[config.mk]
export PLATFORM = sky130hd
export DESIGN_NAME = scanline_irq_controller
export DESIGN_NICKNAME = d
export VERILOG_FILES = /design/src/rtl/scanline_irq_controller.sv
export SDC_FILE = /design/constraint.sdc
export NUM_CORES = 1
export LEC_CHECK = 0
export BUFFER_PORTS_ARGS = -buffer_cell sky130_fd_sc_hd__buf_2
export CAP_MARGIN = 20
export CORE_MARGIN = 5
export CORE_UTILIZATION = 53
export DETAILED_ROUTE_END_ITERATION = 10
export MAX_ROUTING_LAYER = met4
export PLACE_DENSITY = 0.87
export SKIP_CTS_REPAIR_TIMING = 1
export SYNTH_ARGS = -nofsm -noshare
export SYNTH_HDL_FRONTEND = slang
export SYNTH_SLANG_ARGS = --single-unit
[constraint.sdc]
create_clock -name m2 -period 2.2 [get_ports m2]
set_input_delay 0.44 -clock m2 [delete_from_list [all_inputs] [get_ports m2]]
set_output_delay 0.44 -clock m2 [all_outputs]
set_load 0.02 [all_outputs]
[src/rtl/scanline_irq_controller.sv]
// MMC3-style scanline IRQ sequencer clocked by CPU M2: synchronizes and filters PPU A12
// rises, counts scanlines against a CPU-programmed latch and drives a registered IRQ.
module scanline_irq_controller #(
    parameter int LOW_CYCLES  = 3,
    parameter int SYNC_STAGES = 2
) (
    input  logic       m2,
    input  logic       rst_n,
    input  logic       ppu_a12,
    input  logic       reg_we,
    input  logic [1:0] reg_sel,
    input  logic [7:0] reg_data,
    output logic       irq_n,
    output logic [7:0] counter,
    output logic       a12_event
);
    localparam int CW = $clog2(LOW_CYCLES + 1);
    localparam logic [CW-1:0] LOW_MAX = CW'(LOW_CYCLES);

    logic [SYNC_STAGES-1:0] sync_q, sync_d;
    logic                   a12_prev_q;
    logic [CW-1:0]          low_cnt_q, low_cnt_d;
    logic [7:0]             latch_q, latch_d;
    logic [7:0]             counter_q, counter_d;
    logic                   reload_q, reload_d;
    logic                   enabled_q, enabled_d;
    logic                   irq_pend_q, irq_pend_d;
    logic                   a12_event_q;
    logic                   irq_n_q;
    logic                   a12_s;
    logic                   ev;

    assign a12_s = sync_q[SYNC_STAGES-1];
    // A rise counts only after LOW_CYCLES synced-low samples; short gaps (8x16 sprites) are ignored.
    assign ev    = a12_s & ~a12_prev_q & (low_cnt_q == LOW_MAX);

    always_comb begin
        sync_d     = {sync_q[SYNC_STAGES-2:0], ppu_a12};
        low_cnt_d  = low_cnt_q;
        latch_d    = latch_q;
        counter_d  = counter_q;
        reload_d   = reload_q;
        enabled_d  = enabled_q;
        irq_pend_d = irq_pend_q;

        if (a12_s) begin
            low_cnt_d = '0;
        end else if (low_cnt_q != LOW_MAX) begin
            low_cnt_d = low_cnt_q + CW'(1);
        end

        if (ev) begin
            if (counter_q == 8'd0 || reload_q) begin
                counter_d = latch_q;
                reload_d  = 1'b0;
            end else begin
                counter_d = counter_q - 8'd1;
            end
            if (counter_d == 8'd0 && enabled_q) begin
                irq_pend_d = 1'b1;
            end
        end

        // Register writes are applied after the event so they win on the same cycle.
        if (reg_we) begin
            unique case (reg_sel)
                2'b00: latch_d = reg_data;
                2'b01: reload_d = 1'b1;
                2'b10: begin
                    enabled_d  = 1'b0;
                    irq_pend_d = 1'b0;
                end
                2'b11: enabled_d = 1'b1;
                default: ;
            endcase
        end
    end

    always_ff @(posedge m2 or negedge rst_n) begin
        if (!rst_n) begin
            sync_q      <= '0;
            a12_prev_q  <= 1'b0;
            low_cnt_q   <= '0;
            latch_q     <= 8'd0;
            counter_q   <= 8'd0;
            reload_q    <= 1'b0;
            enabled_q   <= 1'b0;
            irq_pend_q  <= 1'b0;
            a12_event_q <= 1'b0;
            irq_n_q     <= 1'b1;
        end else begin
            sync_q      <= sync_d;
            a12_prev_q  <= a12_s;
            low_cnt_q   <= low_cnt_d;
            latch_q     <= latch_d;
            counter_q   <= counter_d;
            reload_q    <= reload_d;
            enabled_q   <= enabled_d;
            irq_pend_q  <= irq_pend_d;
            a12_event_q <= ev;
            irq_n_q     <= ~irq_pend_q;
        end
    end

    assign irq_n     = irq_n_q;
    assign counter   = counter_q;
    assign a12_event = a12_event_q;
endmodule

; ---- After elaboration in Yosys (flattened, before gate mapping)
; Index checks and enable logic that the tools add are counted.
[totals]
rom_bits = 0
memories = 0
reg_bits = 26
latchBits = 0
mem_bits_rw = 0
input_bits = 14
wordCells = 43
output_inout_bits = 10
[classes]
multipliers = 0
bitwise = 4
n_eq_ne = 5
div_mod_pow = 0
n_addsub = 2
muxes = 13
n_reduce_logical = 9
shift = 0
order_cmp = 0
[ops]
columns = operator, count
row1 = zero test 8 bit, 2
row2 = two-way mux 8 bit, 2
row3 = two-way mux 1 bit, 8
row4 = subtractor 8 x 1 -> 8 bit (second input constant), 1
row5 = == test 2 bit (second input constant), 3
row6 = two-way mux 2 bit, 2
row7 = AND reduction 2 bit, 2
row8 = nonzero test 2 bit, 2
row9 = adder 2 x 1 -> 2 bit (second input constant), 1
row10 = bitwise AND 1 bit, 2
row11 = == test 2 x 1 -> 1 bit (second input constant), 1
row12 = zero test 2 bit, 1
row13 = inequality test 2 bit (second input constant), 1
row14 = inverter 1 bit, 2
row15 = one-hot mux 1 bit (2 select lines), 1
row16 = logical AND 1 bit, 1
row17 = logical OR 1 bit, 1

; ---- Logic depth before layout (Yosys ltp)
; Gate-level depths: netlist (run 1).
[logic_depth]
word_depth = 10
ltp_mapped = 9
mapped_depth_nobuf = 7

; ---- Worst setup path before layout (run 1)
; Ideal clock, no wire load.
[synth_path]
kind = reg2reg
startpoint = register counter_q[0] (netlist: counter[0])
endpoint = register counter_q[1] (netlist: counter[1])
stages_incl_launch_ff = 10
slack_ns = 0.415
arrival_ns = 1.652
synth_period_minus_slack_ns = 1.785
n_path_buf = 2
required_time_ns = 2.067
path_cell_list = dfrtp_1 -> inv_1 -> ha_1 -> nor3b_2 -> a21oi_2 -> buf_6 -> buf_2 -> nand2_1 -> o211ai_1 -> o21ai_0
[synth_between]
elab_chain_cells = 4
[synth_rtl]
columns = item, line
row1 = "start, declared", 24  ; logic [7:0] counter_q, counter_d;
row2 = "start signal, assigned", 96  ; counter_q <= counter_d;
row3 = branches (longest 2 deep; another with subtractor 8 x 1 -> 8 bit), --
row4 = two-way mux 8 bit *, 53  ; if (counter_q == 8'd0 || reload_q) begin
row5 = two-way mux 8 bit *, 52  ; if (ev) begin
; Every way passes the cells marked *. The select of a mux whose other input is x is not followed.
; A chain may end at the register's enable or synchronous reset.

; ---- Final worst setup path (run 1)
[layout_path]
startpoint = register counter_q[0] (netlist: counter[0])
endpoint = register irq_pend_q
[layout_between]
elab_chain_cells = 10
[layout_rtl]
columns = item, line
row1 = branches (longest 2 deep; another with subtractor 8 x 1 -> 8 bit), --
row2 = two-way mux 8 bit *, 53
row3 = two-way mux 8 bit *, 52
row4 = zero test 8 bit *, 59  ; if (counter_d == 8'd0 && enabled_q) begin
row5 = logical AND 1 bit *, 59
row6 = two-way mux 1 bit *, 59
row7 = two-way mux 1 bit *, 52
row8 = two-way mux 1 bit, 66  ; unique case (reg_sel)
row9 = two-way mux 1 bit *, 65  ; if (reg_we) begin
row10 = named net irq_pend_d, 27  ; logic irq_pend_q, irq_pend_d;
row11 = "end signal, assigned", 99  ; irq_pend_q <= irq_pend_d;
row12 = "end, declared", 27
; Mark *: on every way through the listed nets, which the timed path passes. The select of a mux whose other input is x is not followed.

==> results of run 1 <==
[metal layers]
metal / global-route usage (%) / part of all wire (%) / up-vias
met1: 22.5 / 46 / 467
met2: 26.8 / 49 / 25
met5: - / 0 / -
li1: - / - / 482
met4: 5.83 / 1.4 / 0
met3: 1.96 / 3.9 / 4
[metrics by stage]
step / instances / power, uW / cell area (um2)
finish: 174 / 1620 / 1460
global route: 174 / 1750 / 1460
CTS: 174 / 1620 / 1460
detailed placement: 170 / 1420 / 1430
global placement: 170 / 1390 / 1430
floorplan: 119 / 1200 / 1280
[cell usage in the layout (no fill, tap or decap)]
master                     instances
sky130_fd_sc_hd__a211oi_1          2
sky130_fd_sc_hd__a21o_1            1
sky130_fd_sc_hd__a21oi_1          10
sky130_fd_sc_hd__a21oi_2           1
sky130_fd_sc_hd__and3_1            2
sky130_fd_sc_hd__and4b_1           1
sky130_fd_sc_hd__buf_2            23
sky130_fd_sc_hd__buf_4             4
sky130_fd_sc_hd__clkbuf_1          1
sky130_fd_sc_hd__clkbuf_4          3
sky130_fd_sc_hd__dfrtp_1          25
sky130_fd_sc_hd__dfstp_2           1
sky130_fd_sc_hd__ha_1              3
sky130_fd_sc_hd__inv_1             5
sky130_fd_sc_hd__mux2_2            9
sky130_fd_sc_hd__mux2i_1           1
sky130_fd_sc_hd__nand2_1           8
sky130_fd_sc_hd__nand3_1           4
sky130_fd_sc_hd__nand3b_1          1
sky130_fd_sc_hd__nand4_1           2
sky130_fd_sc_hd__nor2_1           12
sky130_fd_sc_hd__nor2b_1           1
sky130_fd_sc_hd__nor3_1            1
sky130_fd_sc_hd__nor3b_2           2
sky130_fd_sc_hd__nor4_4            2
sky130_fd_sc_hd__o211ai_1          1
sky130_fd_sc_hd__o21ai_0           9
sky130_fd_sc_hd__o21ai_1           1
sky130_fd_sc_hd__o221ai_1          1
sky130_fd_sc_hd__o22ai_1           1
sky130_fd_sc_hd__o31ai_1           1
sky130_fd_sc_hd__o32ai_1           1
sky130_fd_sc_hd__or2_2             1
sky130_fd_sc_hd__or2b_1            1
sky130_fd_sc_hd__or4_1             1
sky130_fd_sc_hd__xnor2_1           2
sky130_fd_sc_hd__xor2_1            1
[final timing paths]
kind	cells past startpoint	from	slack, ns	endpoint
setup / recovery	8	counter[0]	0.31	irq_pend_q
hold / removal	1	rst_n	0.09	latch_q[6]
setup reg to reg	8	counter[0]	0.31	irq_pend_q
hold reg to reg	0	sync_q[0]	0.37	sync_q[1]
max in group asynchronous	1	rst_n	1.74	irq_n
min in group m2	1	ppu_a12	0.23	sync_q[0]
[power groups by stage]
stage / clock network (uW) / registers, uW / logic (uW)
3_3_place_gp: 0 / 749 / 645
2_1_floorplan: 0 / 817 / 381
6_report: 203 / 749 / 668
5_1_grt: 232 / 776 / 740
4_1_cts: 209 / 749 / 666
3_5_place_dp: 0 / 760 / 661
[critical path, cell delays in order (launching register included)]
cell and delay, ns:
sky130_fd_sc_hd__dfrtp_1 0.44, sky130_fd_sc_hd__inv_1 0.10, sky130_fd_sc_hd__ha_1 0.17, sky130_fd_sc_hd__nor3b_2 0.26
sky130_fd_sc_hd__a21oi_2 0.15, sky130_fd_sc_hd__buf_4 0.19, sky130_fd_sc_hd__nor4_4 0.20, sky130_fd_sc_hd__o221ai_1 0.15
sky130_fd_sc_hd__o21ai_1 0.15
[state kept, by name, summed over array words and instances, names as in the netlist]
register and flops:
a12_prev_q 1, irq_n 1, irq_pend_q 1, reload_q 1
a12_event 1, enabled_q 1, latch_q 8, low_cnt_q 2
sync_q 2, counter 8
[logic make-up (layout without fill, tap and decap cells)]
kind of cell,count (synthesis),in the layout,share of synthesized area (%)
buffers and inverters,9,36,3.33
AOI/OAI and AO/OA,29,29,13.3
xor gates and xnor gates,3,3,2.06
and+or+nand+nor,39,39,18.6
DFF,26,26,51.0
muxes,10,10,8.72
adders and majority gates,3,3,2.94
[area by class of cell]
| class | instances | area [um2] | area share [%] |
|---|---|---|---|
| Clock buffer | 4 | 26.3 | 1.80 |
| Inverter | 5 | 18.8 | 1.29 |
| Multi-Input combinational cell | 84 | 583 | 39.9 |
| Sequential cell | 26 | 652 | 44.6 |
| Tap cell | 28 | 35.0 | 2.40 |
| Timing Repair Buffer | 27 | 145 | 9.94 |
==> qor.txt, run 1 <==
=================================================================================
Result of the run                                                    complete, no violations
Mean Syn Cell Area                                                       10.7 um2
Portion of synthesized cell area occupied by the leading cell type          49.0%
Sequential cell area fraction in the yosys report                           51.0%
Pleak                                                                 0.000662 uW
Number of clock sinks                                                          26
Period utilisation layout                                                   85.7%
First-pass iteration count of the detailed router                               4
Largest vdd supply drop                                                  0.918 mV
Maximum level of the CTS H-tree                                                 1
Portion of total power attributed to combinational logic                    41.3%
FILL cells                                                                    211
Fraction of power spent switching nets                                      41.9%
Crit end category                                                       flip-flop
Number of nets produced by synthesis                                          136
Antenna violations before repair                                                0
Ant. Diodes                                                                     0
Fraction of registers with async set/reset                                   100%
Number of buffers inserted by port buffering                                   23
Max-slew violations                                                             0
Vias                                                                          978
Cell-internal power                                                        941 uW
Final hold viol count                                                           0
CTS clk-pin slew, worst paths                                             0.14 ns
Type of element launching the critical path                             flip-flop
Initial core utilization                                                    56.7%
Worst slack at placement                                                 0.348 ns
Share of post-route cells with drive strength above 1                       31.5%
Number of enable-type register cells in the synthesized netlist                 0
DRC violation total after the first TritonRoute iteration                      16
Tot GR Track Use                                                            16.9%
Clock group share of total power                                            12.5%
Number of distinct library cells after synthesis                               36
CP arrival                                                                2.13 ns
Total core area                                                       0.00225 mm2
Fin worst setup slack                                                    0.315 ns
Worst slew pin tran                                                      0.591 ns
Number of rows in the core area                                                17
Peak Freq                                                                 530 MHz
Longest Clk Path Bufs                                                           2
Residual overflow from global routing                                           0
Sum of negative setup slack                                                  0 ns
TritonCTS clock tree                                                         done
Max-Slew Margin vs Limit                                                    60.4%
Count of mapped cells out of synthesis                                        119
DIE WIDTH                                                                 59.1 um
Critical-path maximum fanout                                                    8
Vias per cell                                                                5.62
Minimum clock period                                                      1.89 ns
Total wire length                                                         2480 um
Maximum number of pins on one net before global-route repair                   27
Most frequent cell after synthesis                                   sky130_fd_sc_hd__dfrtp_1
Count of final setup violators                                                  0
Netlist Area Pre-Place                                                0.00128 mm2
Average routed wire per standard cell                                     14.3 um
Number of top-level pins                                                       24
Fin util                                                                    64.8%
Post-route clock skew                                                  0.00941 ns
Root cell of the clock tree                                          sky130_fd_sc_hd__clkbuf_4
Post-DP HPWL                                                              1940 um
Top cells by count, synth                                            sky130_fd_sc_hd__dfrtp_1, sky130_fd_sc_hd__nor2_1, sky130_fd_sc_hd__a21oi_1, sky130_fd_sc_hd__mux2_2, sky130_fd_sc_hd__o21ai_0
Total power divided by cell area                                      1110 mW/mm2
Global-route wire length before repair                                    4480 um
Area contributors post-synth                                         sky130_fd_sc_hd__dfrtp_1, sky130_fd_sc_hd__mux2_2, sky130_fd_sc_hd__a21oi_1, sky130_fd_sc_hd__o21ai_0, sky130_fd_sc_hd__nor2_1
Final ANT Viol Nets                                                             0
Setup Crit Path Kind                                                 flip-flop to flip-flop
Area growth from synthesis to layout                                        14.3%
Count of yosys warnings during synthesis                                        0
Die Ht                                                                    59.1 um
Worst EP required                                                         2.44 ns
Worst min-delay path class                                           input port to asynchronous set/reset pin
Clock insertion delay at the later pin of the skew report                 0.32 ns
Clock buffers created by TritonCTS                                              3
Worst hold margin                                                       0.0911 ns
Vias in the first global route                                               1006
Die outline area                                                      0.00349 mm2
Main flop type after synthesis                                       sky130_fd_sc_hd__dfrtp_1
Switching power                                                            679 uW
Routability-driven placement congestion ratio                               0.900
Synth Register Bits                                                            26
Largest area contributor in the synthesized netlist                  sky130_fd_sc_hd__dfrtp_1
Nets                                                                          164
Relative contribution of sequential cells to total power                    46.2%
Remaining DRCs                                                                  0
Maxcap violations                                                               0
RSZ-0062 raised after global routing                                        false
=================================================================================
Power figures use the tool's default switching activity.
==> inputs of run 2 (changes only) <==
--- a/config.mk
+++ b/config.mk
@@ -12,6 +12,7 @@
 export DETAILED_ROUTE_END_ITERATION = 10
 export MAX_ROUTING_LAYER = met4
 export PLACE_DENSITY = 0.87
+export REMOVE_ABC_BUFFERS = 1
 export SKIP_CTS_REPAIR_TIMING = 1
 export SYNTH_ARGS = -nofsm -noshare
 export SYNTH_HDL_FRONTEND = slang
==> qor.txt, run 2 (same netlist as run 1, synthesis figures left out) <==
=====================================================================================
Result of the run                                                        complete, no violations   unchanged
Residual overflow from global routing                                               0   unchanged
Worst min-delay path class                                               input port to asynchronous set/reset pin   unchanged
Critical Path, Cell by Cell                                              inv_1 -> ha_1 -> nor3b_2 -> a21oi_2 -> buf_4 -> nand4_1 -> o21ai_0 -> a21oi_1   was inv_1 -> ha_1 -> nor3b_2 -> a21oi_2 -> buf_4 -> nor4_4 -> o221ai_1 -> o21ai_1
Global-route wire length before repair                                        4660 um   was 4480 um
Longest Clk Path Bufs                                                               2   unchanged
Clock buffers created by TritonCTS                                                  3   unchanged
Peak per-stage delay on the critical path                                     0.43 ns   was 0.44 ns
Tot GR Track Use                                                                17.8%   was 16.9%
Largest vdd supply drop                                                      0.663 mV   was 0.918 mV
Maximum number of pins on one net before global-route repair                       27   unchanged
Crit end category                                                           flip-flop   unchanged
Setup crit start                                                           counter[0]   unchanged
Max-Slew Margin vs Limit                                                        62.5%   was 60.4%
Total power divided by cell area                                          1150 mW/mm2   was 1110 mW/mm2
Max-slew violations                                                                 0   unchanged
Share of post-route cells with drive strength above 1                           31.7%   was 31.5%
Average routed wire per standard cell                                         15.7 um   was 14.3 um
RSZ-0062 raised after global routing                                            false   unchanged
Count of final setup violators                                                      0   unchanged
Number of top-level pins                                                           24   unchanged
First-pass iteration count of the detailed router                                   4   unchanged
Clock insertion delay at the later pin of the skew report                     0.33 ns   was 0.32 ns
Number of buffers inserted by port buffering                                       23   unchanged
Final hold viol count                                                               0   unchanged
Number of rows in the core area                                                    17   unchanged
Total core area                                                           0.00225 mm2   unchanged
Endpoint of the most critical setup path                                   counter[4]   was irq_pend_q
Initial core utilization                                                        56.7%   unchanged
Root cell of the clock tree                                              sky130_fd_sc_hd__clkbuf_4   unchanged
Total wire length                                                             2710 um   was 2480 um
Crit-path slowest cell                                                   sky130_fd_sc_hd__dfrtp_1   unchanged
Fin worst setup slack                                                        0.214 ns   was 0.315 ns
Remaining DRCs                                                                      0   unchanged
Routability-driven placement congestion ratio                                   0.899   was 0.900
Worst slack at placement                                                     0.274 ns   was 0.348 ns
FILL cells                                                                        202   was 211
Highest-count cells in the layout ignoring fill and taps                 sky130_fd_sc_hd__dfrtp_1, sky130_fd_sc_hd__buf_2, sky130_fd_sc_hd__nor2_1   unchanged
Peak Freq                                                                     504 MHz   was 530 MHz
Sum of negative setup slack                                                      0 ns   unchanged
Die Ht                                                                        59.1 um   unchanged
Vias per cell                                                                    5.91   was 5.62
Post-DP HPWL                                                                  2020 um   was 1940 um
Antenna violations before repair                                                    0   unchanged
Vias                                                                             1023   was 978
Post-route clock skew                                                       0.0104 ns   was 0.00941 ns
Total power after layout                                                      1680 uW   was 1620 uW
DIE WIDTH                                                                     59.1 um   unchanged
Setup slack of the worst register-to-register path                            0.21 ns   was 0.31 ns
Critical path buffers and inverters                                                 2   unchanged
Die outline area                                                          0.00349 mm2   unchanged
Maximum level of the CTS H-tree                                                     1   unchanged
CTS clk-pin slew, worst paths                                                 0.14 ns   about the same
Period utilisation layout                                                       90.3%   was 85.7%
Pleak                                                                     0.000662 uW   about the same
Type of element launching the critical path                                 flip-flop   unchanged
Most frequent standard cell in the layout excluding fill and tap cells   sky130_fd_sc_hd__dfrtp_1   unchanged
Number of stages on the worst setup path                                            8   unchanged
Worst EP required                                                             2.42 ns   was 2.44 ns
Area growth from synthesis to layout                                            14.5%   was 14.3%
Vias in the first global route                                                   1021   was 1006
Critical register-to-register path endpoint                                counter[4]   was irq_pend_q
CP delay by family, top                                                  compound AO/OA/AOI/OAI gates   was simple AND/OR/NAND/NOR gates
CP arrival                                                                    2.20 ns   was 2.13 ns
Setup Crit Path Kind                                                     flip-flop to flip-flop   unchanged
DRC violation total after the first TritonRoute iteration                          57   was 16
Fin util                                                                        64.9%   was 64.8%
Worst hold margin                                                           0.0784 ns   was 0.0911 ns
Minimum clock period                                                          1.99 ns   was 1.89 ns
Number of clock sinks                                                              26   unchanged
Nets                                                                              163   was 164
Final ANT Viol Nets                                                                 0   unchanged
Critical-path maximum fanout                                                       14   was 8
TritonCTS clock tree                                                             done   unchanged
Start of the worst register-to-register path                               counter[0]   unchanged
Worst slew pin tran                                                          0.560 ns   was 0.591 ns
Reg2reg path depth                                                                  8   unchanged
Ant. Diodes                                                                         0   unchanged
Maxcap violations                                                                   0   unchanged
=====================================================================================
## run 2: changes by cell type in the layout (fill, tap and decap cells not counted)
cell	previous run	this run
sky130_fd_sc_hd__clkbuf_1	1	0
sky130_fd_sc_hd__clkbuf_8	0	1
sky130_fd_sc_hd__buf_4	4	3
## run 2: through the flow
stage	std cells	cell area, um2
6_report	173	1460
3_3_place_gp	169	1430
3_5_place_dp	169	1430
5_1_grt	173	1460
4_1_cts	173	1460
2_1_floorplan	115	1250
## run 2: per-layer routing
metal	track usage [%]	part of all wire (%)	wire (um)	vias up
met5	-	0	0	-
met4	7.77	1.3	36	0
met3	1.31	6.2	167	5
met2	29.0	51	1390	53
met1	22.6	41	1120	490
li1	-	-	-	475
## run 2: worst min-delay path by stage
stage          slack, ns          to
6_report            0.08  counter[0]
3_3_place_gp        0.33   sync_q[1]
2_1_floorplan       0.14   a12_event
5_1_grt             0.14  counter[0]
4_1_cts             0.11  a12_prev_q
3_5_place_dp        0.34   sync_q[1]
## run 2: power breakdown
| group | total (uW) | leakage (uW) | internal [uW] | switching [uW] |
|---|---|---|---|---|
| Clock | 244 | 0.0000210 | 101 | 143 |
| Combinational | 672 | 0.000327 | 273 | 399 |
| Sequential | 760 | 0.000314 | 591 | 169 |
| Total | 1680 | 0.000662 | 965 | 711 |
## run 2: layout make-up
class                   instances  area (um2)  share of cell area (%)
inverters                       5        18.8                    1.28
clock buffers                   4        36.3                    2.48
repair buffers                 26         138                    9.41
well taps                      28        35.0                    2.40
multi-input cells              84         583                    39.9
flip-flops and latches         26         652                    44.6
